**src/rtl/multichannel_position_to_meter.sv**
```systemverilog
// ---------------------------------------------------------------------------
// multichannel_position_to_meter : N-channel position to bar/dot meter bitmap with peak hold and fall
// Rev 1.0
// ---------------------------------------------------------------------------
`default_nettype none

module multichannel_position_to_meter #(
   parameter  int WIDTH           = 32,
   parameter  int CHANNELS        = 2,
   parameter  int PEAK_HOLD_COUNT = 1000,
   parameter  int PEAK_FALL_DIV   = 4,
   localparam int CW              = (CHANNELS > 1) ? $clog2(CHANNELS) : 1,
   localparam int PW              = $clog2(WIDTH)
) (
   input  logic             reset,
   input  logic             clk,
   input  logic             i_valid,
   output logic             i_ready,
   input  logic [CW-1:0]    i_channel,
   input  logic [PW-1:0]    i_position,
   input  logic             i_dot_mode,
   input  logic             i_clear,
   output logic             o_valid,
   input  logic             o_ready,
   output logic [CW-1:0]    o_channel,
   output logic [WIDTH-1:0] o_meter,
   output logic [PW-1:0]    o_peak
);

   localparam int HW = (PEAK_HOLD_COUNT > 0) ? $clog2(PEAK_HOLD_COUNT + 1) : 1;
   localparam int FW = $clog2(PEAK_FALL_DIV + 1);

   localparam logic [PW-1:0] POS_MAX   = PW'(WIDTH - 1);
   localparam logic [HW-1:0] HOLD_INIT = HW'(PEAK_HOLD_COUNT);
   localparam logic [FW-1:0] FALL_LAST = FW'(PEAK_FALL_DIV - 1);

   typedef enum logic [1:0] {
      S_IDLE   = 2'd0,
      S_RENDER = 2'd1,
      S_OUTPUT = 2'd2
   } state_t;

   state_t state_q, state_d;

   logic [PW-1:0]    peak_q [CHANNELS];
   logic [HW-1:0]    hold_q [CHANNELS];
   logic [FW-1:0]    fall_q [CHANNELS];

   logic [PW-1:0]    pos_q;
   logic [PW-1:0]    k_q;
   logic             dot_q;
   logic [PW-1:0]    rpeak_q;
   logic [CW-1:0]    chan_q;
   logic [WIDTH-1:0] meter_q;
   logic             valid_q;

   logic             w_accept;
   logic             w_chan_ok;
   logic             w_take;
   logic [PW-1:0]    w_pos;
   logic [PW-1:0]    w_cur_peak;
   logic [HW-1:0]    w_cur_hold;
   logic [FW-1:0]    w_cur_fall;
   logic [PW-1:0]    w_upd_peak;
   logic [HW-1:0]    w_upd_hold;
   logic [FW-1:0]    w_upd_fall;
   logic [PW-1:0]    w_render_peak;
   logic             w_lit;

   assign w_accept  = i_valid && (state_q == S_IDLE);
   assign w_chan_ok = 32'(i_channel) < 32'(CHANNELS);
   assign w_take    = w_accept && w_chan_ok;
   assign w_pos     = (32'(i_position) > 32'(WIDTH - 1)) ? POS_MAX : i_position;

   always_comb begin
      w_cur_peak = '0;
      w_cur_hold = '0;
      w_cur_fall = '0;
      for (int c = 0; c < CHANNELS; c++) begin
         if (32'(i_channel) == 32'(c)) begin
            w_cur_peak = peak_q[c];
            w_cur_hold = hold_q[c];
            w_cur_fall = fall_q[c];
         end
      end
   end

   // Peak decay: hold countdown first, then one segment per PEAK_FALL_DIV samples.
   always_comb begin
      w_upd_peak = w_cur_peak;
      w_upd_hold = w_cur_hold;
      w_upd_fall = w_cur_fall;
      if (w_pos >= w_cur_peak) begin
         w_upd_peak = w_pos;
         w_upd_hold = HOLD_INIT;
         w_upd_fall = '0;
      end else if (w_cur_hold != '0) begin
         w_upd_hold = w_cur_hold - HW'(1);
      end else if (w_cur_fall == FALL_LAST) begin
         w_upd_peak = w_cur_peak - PW'(1);
         w_upd_fall = '0;
      end else begin
         w_upd_fall = w_cur_fall + FW'(1);
      end
   end

   assign w_render_peak = i_clear ? w_pos : w_upd_peak;

   always_ff @(posedge clk or posedge reset) begin
      if (reset) begin
         for (int c = 0; c < CHANNELS; c++) begin
            peak_q[c] <= '0;
            hold_q[c] <= '0;
            fall_q[c] <= '0;
         end
      end else if (i_clear) begin
         for (int c = 0; c < CHANNELS; c++) begin
            peak_q[c] <= '0;
            hold_q[c] <= '0;
            fall_q[c] <= '0;
         end
      end else if (w_take) begin
         for (int c = 0; c < CHANNELS; c++) begin
            if (32'(i_channel) == 32'(c)) begin
               peak_q[c] <= w_upd_peak;
               hold_q[c] <= w_upd_hold;
               fall_q[c] <= w_upd_fall;
            end
         end
      end
   end

   always_ff @(posedge clk or posedge reset) begin
      if (reset) begin
         state_q <= S_IDLE;
      end else begin
         state_q <= state_d;
      end
   end

   always_comb begin
      state_d = state_q;
      i_ready = 1'b0;
      case (state_q)
         S_IDLE: begin
            i_ready = 1'b1;
            if (w_take) begin
               state_d = S_RENDER;
            end
         end
         S_RENDER: begin
            if (k_q == POS_MAX) begin
               state_d = S_OUTPUT;
            end
         end
         S_OUTPUT: begin
            if (valid_q && o_ready) begin
               state_d = S_IDLE;
            end
         end
         default: state_d = S_IDLE;
      endcase
   end

   assign w_lit = (k_q == rpeak_q) | (dot_q ? (k_q == pos_q) : (k_q <= pos_q));

   always_ff @(posedge clk or posedge reset) begin
      if (reset) begin
         pos_q   <= '0;
         k_q     <= '0;
         dot_q   <= 1'b0;
         rpeak_q <= '0;
         chan_q  <= '0;
         meter_q <= '0;
         valid_q <= 1'b0;
      end else begin
         case (state_q)
            S_IDLE: begin
               if (w_take) begin
                  pos_q   <= w_pos;
                  dot_q   <= i_dot_mode;
                  chan_q  <= i_channel;
                  rpeak_q <= w_render_peak;
                  k_q     <= '0;
               end
            end
            S_RENDER: begin
               meter_q <= {w_lit, meter_q[WIDTH-1:1]};
               k_q     <= k_q + PW'(1);
            end
            S_OUTPUT: begin
               // First OUTPUT cycle raises valid; it then holds until the handshake.
               if (!valid_q) begin
                  valid_q <= 1'b1;
               end else if (o_ready) begin
                  valid_q <= 1'b0;
               end
            end
            default: valid_q <= 1'b0;
         endcase
      end
   end

   assign o_valid   = valid_q;
   assign o_channel = chan_q;
   assign o_meter   = meter_q;
   assign o_peak    = rpeak_q;

endmodule

`default_nettype wire

```
**config.mk**
```make
export PLATFORM = sky130hd
export DESIGN_NAME = multichannel_position_to_meter
export DESIGN_NICKNAME = d
export VERILOG_FILES = /design/src/rtl/multichannel_position_to_meter.sv
export SDC_FILE = /design/constraint.sdc
export NUM_CORES = 1
export LEC_CHECK = 0
export CAP_MARGIN = 20
export CORE_UTILIZATION = 40
export CTS_CLUSTER_DIAMETER = 100
export DETAILED_ROUTE_END_ITERATION = 7
export GPL_TIMING_DRIVEN = 0
export HOLD_SLACK_MARGIN = 0.08
export SYNTH_ARGS = -nofsm -noshare
export SYNTH_HDL_FRONTEND = slang
export SYNTH_SLANG_ARGS = --single-unit
```
**constraint.sdc**
```tcl
create_clock -name clk -period 2.9 [get_ports clk]
set_clock_uncertainty 0.15 [all_clocks]
set_input_delay 0.435 -clock clk [delete_from_list [all_inputs] [get_ports clk]]
set_output_delay 0.435 -clock clk [all_outputs]
set_load 0.03 [all_outputs]
```
==> impl_metrics.tcl, run 1 <==
set metrics [dict create \
    cts.path.max_buffers 2 \
    vias 3817 \
    clk_pin_slew_ns 0.06 \
    synth.avg_cell_area_um2 9.15 \
    postCtsHoldBufs 0 \
    grt_max_degree 48 \
    setup_violations 0 \
    syn_nets 524 \
    async_reset_ff_share_pct 100 \
    clock_latency_ns 0.33 \
    drt_pre_antenna_iters 4 \
    drv_slew 0 \
    drtIter0Drc 156 \
    yosysTopAreaCell "dfrtp_1" \
    stdcell_count 706 \
    synth.distinct_cells 52 \
    grt_overflow 0 \
    fmax_ghz 0.355 \
    die_h_um 109 \
    hp-start "dot_q$_DFFE_PP0P_" \
    netlist_instances 496 \
    hold_viol_final 0 \
    synth_edf_count 0 \
    crit_path_max_fanout 10 \
    drc_errors 0 \
    critPathTopFamily "compound AO/OA/AOI/OAI gates" \
    hold_class "reg -> reg" \
    post-route-min-period_ns 2.82 \
    power_mw 5.20 \
    r2r-start "peak_q[7]$_DFFE_PP0P_" \
    num-nets-final 589 \
    hpwl_um 8080 \
    io_pins 52 \
    globalplace.congestion 0.846 \
    cp_slowest_stage_delay_ns 0.51 \
    worst_slack_ns 0.0829 \
    antenna_left 0 \
    ys_warn_count 0 \
    pre_cts_slack_ns -1.13 \
    seq_area_um2 2200 \
    cellLeakagePower_nw 2.51 \
    tritoncts "done" \
    dp_cells 688 \
    core_um2 10900 \
    ys_ff_latch 88 \
    multi_input_area_um2 2240 \
    cts.sinks 88 \
    cp-startpoint "i_channel" \
    finalCoreUtilization_pct 51.5 \
    crit_path_end_kind "flip-flop" \
    whs_ns 0.331 \
    maxCapViolations 0 \
    area_growth_pct 24.0 \
    grt_pass1_vias 3747 \
    diodes 0 \
    crit_buf_inv 2 \
    startpoint_type "primary input" \
    final_layout_size_suffix_gt1_share_pct 9.54 \
    dieArea_um2 11800 \
    status "finished clean" \
    ys_top_cells_by_count "133 x nand2_1, 88 x dfrtp_1, 30 x nor2_1" \
    p_per_area_nw_per_um2 924 \
    rows 38 \
    peakVddDrop_mv 0.439 \
    grt_pass1_wl_um 18900 \
    viasPerCell 5.41 \
    max_slew_margin_pct 59.1 \
    worstSetupPathType "in -> reg" \
    cts-root-buf "clkbuf_16" \
    synth_area_um2 4540 \
    synthTopCellsByArea "dfrtp_1 49%, nand2_1 11%, ha_1 4.4%" \
    grt_util_all_layers_pct 20.9 \
    wl_per_cell_um 16.1 \
    grt_antenna_before_repair 0 \
    port-buffer-count 51 \
    wirelength_um 11300 \
    crit_path_top_delay_cell "or4_1" \
    synth_most_common_cell "nand2_1" \
    ys_seq_area_share_pct 48.5 \
    finalCritPeriodShare_pct 97.1 \
    synth_top_area_share_pct 48.5 \
    arrival_ns 2.92 \
    worstPathRequired_ns 3.01 \
    h-tree-depth 3 \
    crit_path_cell_trace "clkdlybuf4s15_2 > buf_8 > mux2i_4 > ha_1 > a21o_1 > a31oi_2 > o21a_2 > nand2_1 > or4_1 > a21oi_1" \
    die_width_um 109 \
    worst_slew_pin_slew_ns 0.611 \
    num-fill-cells 1057 \
    cts_made_buffers 9 \
    synth_flop_cell "dfrtp_1" \
    r2r_slack_ns 0.34 \
    start_util_pct 41.5 \
]
[metal layers]
| metal | vias up | track usage, % | share of wire [%] |
|---|---|---|---|
| li1 | 1849 | - | - |
| met5 | - | 0 | 0 |
| met2 | 87 | 35.4 | 48 |
| met3 | 13 | 4.16 | 3.9 |
| met1 | 1868 | 27.2 | 47 |
| met4 | 0 | 5.41 | 1.6 |
[worst paths after layout]
| path | endpoint | cells after the start |
|---|---|---|
| worst max-delay path | hold_q[14]$_DFFE_PP0P_ | 10 |
| min in group asynchronous | o_meter[22]$_DFFE_PP0P_ | 2 |
| worst min register to register | dot_q$_DFFE_PP0P_ | 2 |
| worst max register to register | hold_q[14]$_DFFE_PP0P_ | 8 |
| worst min-delay path | dot_q$_DFFE_PP0P_ | 2 |
| max in group asynchronous | peak_q[8]$_DFFE_PP0P_ | 3 |
[registers in the layout (all words and copies together), names as in the netlist, 2 cells and up]
register  cells
k_q           5
pos_q         5
peak_q       10
fall_q        6
state_q       2
hold_q       20
o_meter      32
o_peak        5
[metrics by stage]
| step | area, um^2 | TNS (ns) |
|---|---|---|
| after CTS | 5580 | -0.0122 |
| after global placement | 5230 | -167.33 |
| final | 5630 | 0 |
| after detailed placement | 5260 | -40.22 |
| after global routing | 5630 | -0.00735 |
| after floorplan | 4540 | 0 |
[cell type report]
cell class | count | share of cell area, %
plain buffers | 27 | 2.44
clock inverters | 6 | 0.911
clock buffers | 10 | 4.07
flip-flops and latches | 88 | 39.1
inverters | 11 | 0.778
well taps | 140 | 3.11
multi-input cells | 370 | 39.7
repair buffers | 54 | 9.84
[logic make-up (layout without fill, tap and decap cells)]
| kind of cell | after synthesis | count (layout) | synth area share, % |
|---|---|---|---|
| and+or+nand+nor | 221 | 221 | 22.9 |
| AOI/OAI and AO/OA | 104 | 104 | 14.4 |
| DFF | 88 | 88 | 48.5 |
| buffers and inverters | 38 | 108 | 3.58 |
| muxes | 19 | 19 | 4.30 |
| adders and majority gates | 16 | 16 | 4.41 |
| xor gates and xnor gates | 10 | 10 | 1.93 |
[tightest hold or removal path, stage by stage (launching register included)]
cell and delay (ns):
dfrtp_1 0.34, nand2_1 0.05, nand2_1 0.06
[repair_timing]
action | CTS | global route
setup buffers | 0 | 2
pin swaps | 0 | 1
setup endpoints to repair | 41 | 34
resized for setup | 14 | 11
gates cloned | 0 | 0
[where the power goes]
part,switching (mW),internal (mW),total (mW)
Sequential,0.296,1.58,1.87
Combinational,1.36,0.868,2.23
Clock,0.508,0.592,1.10
Total,2.16,3.04,5.20
[layout by cell type (no fill, tap or decap), drive strengths merged, types with 14 or more instances in the layout]
master and instances:
nand2 134, dfrtp 88, clkdlybuf4s50 50, nor2 31
o21ai 30, a21oi 28, clkbuf 27, ha 16
mux2i 15, nand3 14
(Power assumes the default switching activity.)
==> run 2, diff against run 1 <==
- CORE_MARGIN: not set -> 1
- CTS_BUF_LIST: not set -> sky130_fd_sc_hd__clkbuf_4
==> run 2 against run 1 <==
  * Via count down 0.84%
  * Sequential cell count unchanged
  * Hold slack worse by 0.11 ns
  * Non-clock buffer count down 2
  * First-iteration DRC count down 1.3%
  * Clock-buffer cell count unchanged
  * Sequential power about the same
  * Die area unchanged
  * Clock power down 41%
  * Critical endpoint is now peak_q[9]$_DFFE_PP0P_
==> impl_metrics.tcl, run 2 (synthesis results as in run 1) <==
set metrics [dict create \
    status "finished clean" \
    clock_latency_ns 0.43 \
    startpoint_type "primary input" \
    final_layout_size_suffix_gt1_share_pct 8.51 \
    cts.path.max_buffers 2 \
    cts_made_buffers 9 \
    rows 38 \
    worstPathRequired_ns 3.11 \
    use_met2_pct 35.1 \
    wl_per_cell_um 15.8 \
    num-nets-final 587 \
    final_cell_area_um2 5420 \
    area_growth_pct 19.5 \
    largest_register_ffs 32 \
    busiest_layer "met2" \
    start_util_pct 41.5 \
    antenna_left 0 \
    crit_path_top_delay_cell "nor2_2" \
    crit_path_end_kind "flip-flop" \
    die_width_um 109 \
    drtIter0Drc 154 \
    max_slew_margin_pct 59.6 \
    fmax_ghz 0.354 \
    cts-root-buf "clkbuf_4" \
    dieArea_um2 11800 \
    grt_antenna_before_repair 0 \
    grt_pass1_vias 3729 \
    drc_errors 0 \
    grt_max_degree 48 \
    arrival_ns 3.03 \
    mostFrequentLayoutCells "133 x nand2_1, 88 x dfrtp_1, 50 x clkdlybuf4s50_1" \
    dpl-instance-area_um2 5260 \
    setup_violations 0 \
    wirelength_um 11100 \
    hold_viol_final 0 \
    maxCapViolations 0 \
    hpwl_um 8080 \
    cp_slowest_stage_delay_ns 0.34 \
    port-buffer-count 51 \
    grt_util_all_layers_pct 20.6 \
    diodes 0 \
    power_mw 4.71 \
    p_per_area_nw_per_um2 869 \
    io_pins 52 \
    worst_slew_pin_slew_ns 0.604 \
    drv_slew 0 \
    crit_path_max_fanout 10 \
    rsz0062_at_grt "true" \
    peakVddDrop_mv 0.498 \
    globalplace.congestion 0.846 \
    cts.sinks 88 \
    vias 3785 \
    h-tree-depth 3 \
    hold_class "in -> async" \
    use_met3_pct 3.92 \
    stdcell_count 704 \
    drt_pre_antenna_iters 4 \
    die_h_um 109 \
    tritoncts "done" \
    clk_pin_slew_ns 0.15 \
    final_common_cell "nand2_1" \
    use_met1_pct 27.0 \
    post-route-min-period_ns 2.83 \
    postCtsHoldBufs 0 \
    cellLeakagePower_nw 2.43 \
    dp_cells 688 \
    viasPerCell 5.38 \
    worstSetupPathType "in -> reg" \
    core_um2 10900 \
    finalCritPeriodShare_pct 97.5 \
    grt_overflow 0 \
    crit_path_cell_trace "clkdlybuf4s15_2 > buf_6 > mux2i_4 > inv_1 > ha_1 > nand2b_1 > a31oi_1 > o21ai_0 > clkbuf_2 > nor2_2 > a22oi_1 > a21oi_1" \
    grt_pass1_wl_um 18700 \
]
==> run 2: power by group <==
group | total, mW | internal (mW) | switching [mW]
sequential | 1.86 | 1.57 | 0.293
clock | 0.645 | 0.197 | 0.448
combinational | 2.20 | 0.860 | 1.34
==> run 2: timing repair <==
action	in CTS	in global routing
gates resized for setup	13	1
setup endpoints to repair	41	14
endpoints found under the hold margin	0	0
buffers inserted	0	0
==> run 2: worst paths after layout <==
kind | slack, ns | cells past startpoint | start | end
setup reg to reg | 0.24 | 10 | peak_q[5]$_DFFE_PP0P_ | peak_q[9]$_DFFE_PP0P_
min in group clk | 0.35 | 2 | dot_q$_DFFE_PP0P_ | dot_q$_DFFE_PP0P_
hold / removal | 0.23 | 2 | reset | o_meter[22]$_DFFE_PP0P_
hold reg to reg | 0.35 | 2 | dot_q$_DFFE_PP0P_ | dot_q$_DFFE_PP0P_
max in group asynchronous | 1.75 | 3 | reset | pos_q[3]$_DFFE_PP0P_
setup / recovery | 0.07 | 12 | i_channel | peak_q[9]$_DFFE_PP0P_
==> run 2: metrics by stage <==
stage / hold WS, ns / setup WS, ns / TNS [ns] / util (%)
after global routing: 0.234 / -0.0626 / -0.362 / 49.6
after floorplan: 0.297 / 0.0364 / 0 / -
final: 0.225 / 0.0734 / 0 / 49.6
after detailed placement: 0.325 / -1.13 / -40.22 / 48.1
after CTS: 0.236 / 0.0686 / 0 / 49.6
after global placement: 0.315 / -1.46 / -167.33 / 47.8
==> run 2: layer usage <==
layer  share of wire, %  vias to the layer above
met5                  0                        -
met4                1.2                        0
met3                3.7                        8
met2                 48                       88
met1                 47                     1844
li1                   -                     1845
==> run 2: worst max-delay path, delay by kind of cell <==
| kind | cells | cell delay [ns] |
|---|---|---|
| buffers and inverters | 4 | 0.81 |
| AO/OA/AOI/OAI | 4 | 0.72 |
| AND/OR/NAND/NOR | 2 | 0.50 |
| multiplexers | 1 | 0.30 |
| adder cells (fa/ha/maj) | 1 | 0.26 |
==> run 2: layout make-up <==
type | count | area [um^2]
Sequential cell | 88 | 2200
Fill cell | 1074 | 5510
Buffer | 27 | 130
Inverter | 11 | 43.8
Tap cell | 140 | 175
Multi-Input combinational cell | 370 | 2210
Timing Repair Buffer | 52 | 539
Clock inverter | 6 | 51.3
Clock buffer | 10 | 75.1
==> RTL change 1: new RTL, config.mk and constraints of run 1 <==
Encoding of `state_t`: now one-hot (3 bits for 3 states).
--- a/src/rtl/multichannel_position_to_meter.sv
+++ b/src/rtl/multichannel_position_to_meter.sv
@@ -36,6 +36,6 @@
 
-   typedef enum logic [1:0] {
-      S_IDLE   = 2'd0,
-      S_RENDER = 2'd1,
-      S_OUTPUT = 2'd2
+   typedef enum logic [2:0] {
+      S_IDLE   = 3'b001,
+      S_RENDER = 3'b010,
+      S_OUTPUT = 3'b100
    } state_t;
Behaviour: no difference found for any inputs over 10 cycles, from zero or initial values and one cycle with reset high; not proved beyond that.
==> RTL change 1 against run 1 <==
The run now ends with design-rule violations left. Combinational power down 19%. First-iteration DRC count up 99%. Non-clock buffer count up 7. Area after synthesis up 6.5%. Sequential cell count up 1. Highest routed layer unchanged. Via count up 12%. Total power down 10%. Clock power up 7%. Wire length up 16%. Setup slack better by 0.029 ns. Synthesized cell count up 8.9%. Largest power group unchanged. Design area up 7.1%.
==> RTL change 1: results (changes against run 1) <==
[run_status]
outcome = finished with violations
failed_checks = design-rule violations

[placed_design]
place_inst = 733  ; +6.5%
dp_slack_ns = -0.726  ; +0.401 ns
dpl_cell_area_sq_um = 5590  ; +6.4%
port_buffers = 49  ; -3.9%

[pwr]
clk-power_mw = 1.18  ; +7%
switching_share_pct = 39.4  ; -2.2 points
vdd_ir_drop_max_mv = 0.484  ; +10%

[finish]
nClkBuffers = 9  ; -1
nFillCells = 1091  ; +3.2%
buffers = 88  ; +8.6%
inverters = 22  ; +11

[yosys]
synthTopCellsByCount = nand2_1, dfrtp_1, o21ai_0
synth_xor_area_share_pct = 1.99  ; +0.064 points

[critical_path]
max_stage_delay_ns = 0.76  ; +0.25 ns

[drt]
routed-wl-met2_um = 6270  ; +16%
routed_via_density = 5.67  ; +4.9%
drtIter0Drc = 310  ; +99%
firstDrtPassIters = 7  ; +3
drt-met1-wl_um = 5880  ; +11%
num_vias = 4277  ; +12%
wl_per_cell_um = 17.4  ; +8.3%
drcViolationCount = 10  ; +10

[timing]
relSlewSlack_pct = 38.5  ; -21 points

[global_routing]
grt_pass1_wl_um = 21300  ; +13%
grt_pass1_vias = 4171  ; +11%
grt_util_all_layers_pct = 21.8  ; +0.89 points

## RTL change 1: changes by cell type after synthesis, moves of 5 or more
cell / change
nand3_1: +11
nor3_1: +7
inv_1: +11
o21ai_0: +10
nand2_1: -9
nand4_1: +5
nand2b_1: -7
## RTL change 1: worst paths after layout
path                            startpoint          end  slack, ns  cells past startpoint
worst max-delay path             i_channel    fall_q[0]       0.11                     10
worst min register to register  o_meter[0]   o_meter[0]       0.33                      2
worst max register to register   peak_q[7]    peak_q[4]       0.17                      8
worst min-delay path                 reset  o_meter[25]       0.30                      2
max in group asynchronous            reset   state_q[0]       1.61                      3
min in group clk                o_meter[0]   o_meter[0]       0.33                      2
## RTL change 1: metal layers
layer  up-vias  track usage [%]
li1       2053                -
met1      2079             27.0
met2       120             36.9
met3        25             5.23
met4         0             7.93
met5         -                0
## RTL change 1: what timing repair did
action,CTS,global route
setup buffers,2,4
endpoints found under the setup margin,27,37
pin swaps,3,6
resized for setup,7,14
cloned,0,0
==> RTL change 2: new RTL, flow settings as in run 1 <==
Without the edit above. Change the parameter `PEAK_FALL_DIV` from 4 to 16.
--- a/src/rtl/multichannel_position_to_meter.sv
+++ b/src/rtl/multichannel_position_to_meter.sv
@@ -10,3 +10,3 @@
    parameter  int PEAK_HOLD_COUNT = 1000,
-   parameter  int PEAK_FALL_DIV   = 4,
+   parameter  int PEAK_FALL_DIV   = 16,
    localparam int CW              = (CHANNELS > 1) ? $clog2(CHANNELS) : 1,
Function: no difference found for any inputs over 10 cycles, from zero or initial values and one cycle with reset high; that may be too few to reach the edited logic, so the function may still have changed.
==> RTL change 2 against run 1 <==
The run now ends with design-rule violations left. Via count up 11%. Core utilization grew 1.9 points. Design area increased by 9.7%. Area after synthesis is 5.8% higher. Largest power group unchanged. Sequential cell count is 4 higher. Wire length is 9.8% higher. Setup slack worse by 0.052 ns. Total power grew 2.0%. Critical path depth increased by 3. Global-route usage is essentially flat.
==> RTL change 2: results (changes against run 1) <==
[yosys]
synth_top_family_by_area = simple AND/OR/NAND/NOR gates
synthTopCellsByCount = nand2_1, dfrtp_1, o21ai_0
synth_area_leaders = dfrtp_1, nand2_1, ha_1, o21ai_0, a21oi_1
async_flop_share_pct = 100  ; unchanged
synth_compound_gate_area_share_pct = 15.5  ; +1.1 points
ys_warn_count = 0  ; unchanged
synth_xor_area_share_pct = 2.19  ; +0.26 points
avgSynthCellArea_sq_um = 9.05  ; -1.1%
synth_seq_cells = 92  ; +4.5%
ys_seq_area_share_pct = 47.9  ; -0.59 points
synthMuxAreaShare_pct = 4.09  ; -0.21 points
yosys_most_used_dff = dfrtp_1
ys_types = 53  ; +1.9%
synthesis.nets = 559  ; +6.7%
synthAdderAreaFrac_pct = 4.17  ; -0.24 points

[critical_path]
crit_family = simple AND/OR/NAND/NOR gates
max_stage_delay_ns = 0.37  ; -0.14 ns
worstPathArrival_ns = 2.93  ; about the same
critPathMaxFanout = 8  ; -2
critPathSlowestCell = or3_4

[drt]
num_vias = 4233  ; +11%
firstDrtPassIters = 8  ; +4
drcViolationCount = 8  ; +8
drtIter0Drc = 302  ; +94%
wl_per_cell_um = 16.3  ; +1.4%

[placed_design]
gp_congestion = 0.839  ; -0.89%
port_buffers = 50  ; -2.0%
dp_slack_ns = -1.46  ; -0.331 ns
place_inst = 726  ; +5.5%
dp_hpwl_um = 8730  ; +8.1%
dpl_cell_area_sq_um = 5560  ; +5.7%

[finish]
fin_nets = 645  ; +9.5%
final_cells = 765  ; +8.4%
drive_gt1_share_pct = 12.4  ; +2.8 points
largest_reg_flops = 32  ; unchanged

[pwr]
p_leak_nw = 2.75  ; +9.6%
vdd_ir_drop_max_mv = 0.538  ; +22%

[run_status]
failed_checks = design-rule violations
outcome = finished with violations

[timing]
relSlewSlack_pct = 46.7  ; -12 points

[global_routing]
antenna_found_initial = 0  ; unchanged
grt_pass1_vias = 3952  ; +5.5%
grt_util_all_layers_pct = 20.9  ; +0.032 points
grt_max_degree = 33  ; -31%
grt_pass1_wl_um = 20500  ; +8.0%

[clock_network]
clockRootBuffer = clkbuf_16
clock_latency_ns = 0.35  ; +0.02 ns
cts_buffers = 9  ; unchanged
ctsLongestPathBuffers = 2  ; unchanged
clk_pin_slew_worst_paths_ns = 0.07

[min_path]
hp-class = reg2reg

RTL change 2: cells by family (layout without fill, tap and decap cells):
logic type	count (synthesis)	in the layout
buf+inv	42	133
fa+ha+maj	16	16
mux	19	19
flops	92	92
compound gates	118	118
xor+xnor	12	12
simple gates	232	232
RTL change 2: per-layer routing:
layer	up-vias	wire, um	share of wire, %	global-route usage [%]
met5	-	0	0	0
met4	0	176	1.4	5.23
met3	18	559	4.5	5.33
met2	110	6110	49	34.5
met1	2074	5610	45	27.5
li1	2031	-	-	-
RTL change 2: worst paths after layout:
check | end | slack, ns | startpoint | depth (start not counted)
min in group asynchronous | pos_q[3] | 0.40 | reset | 2
max in group asynchronous | hold_q[2] | 1.38 | reset | 4
max reg2reg | fall_q[3] | 0.23 | peak_q[2] | 9
min | o_channel | 0.33 | o_channel | 2
max | peak_q[8] | 0.03 | i_channel | 13
min reg2reg | o_channel | 0.33 | o_channel | 2
RTL change 2: worst reg2reg max path: stages (launching register included):
cell and delay (ns):
dfrtp_1 0.40, mux2i_2 0.31, ha_1 0.32, a21o_1 0.18, a31oi_1 0.31, o21ai_4 0.19
clkbuf_2 0.27, a21oi_1 0.24, nand2_1 0.08, a21oi_1 0.14
RTL change 2: final cells by class:
type	count	area, sq um
fill	1092	5390
multi-input combinational	397	2470
sequential	92	2300
timing repair buffer	76	734
clock buffer	11	243
tap	143	179
buffer	27	151
inverter	14	56.3
clock inverter	5	42.5
RTL change 2: where the power goes:
part	internal, mW	total [mW]	switching, mW
combinational	0.902	2.26	1.36
sequential	1.63	1.92	0.287
clock	0.614	1.13	0.518
RTL change 2: repair_timing:
item | CTS | global route
setup buffers | 3 | 21
endpoints found under the setup margin | 45 | 43
hold buffers | 0 | 0
gates resized for setup | 26 | 18
pin swaps | 0 | 9
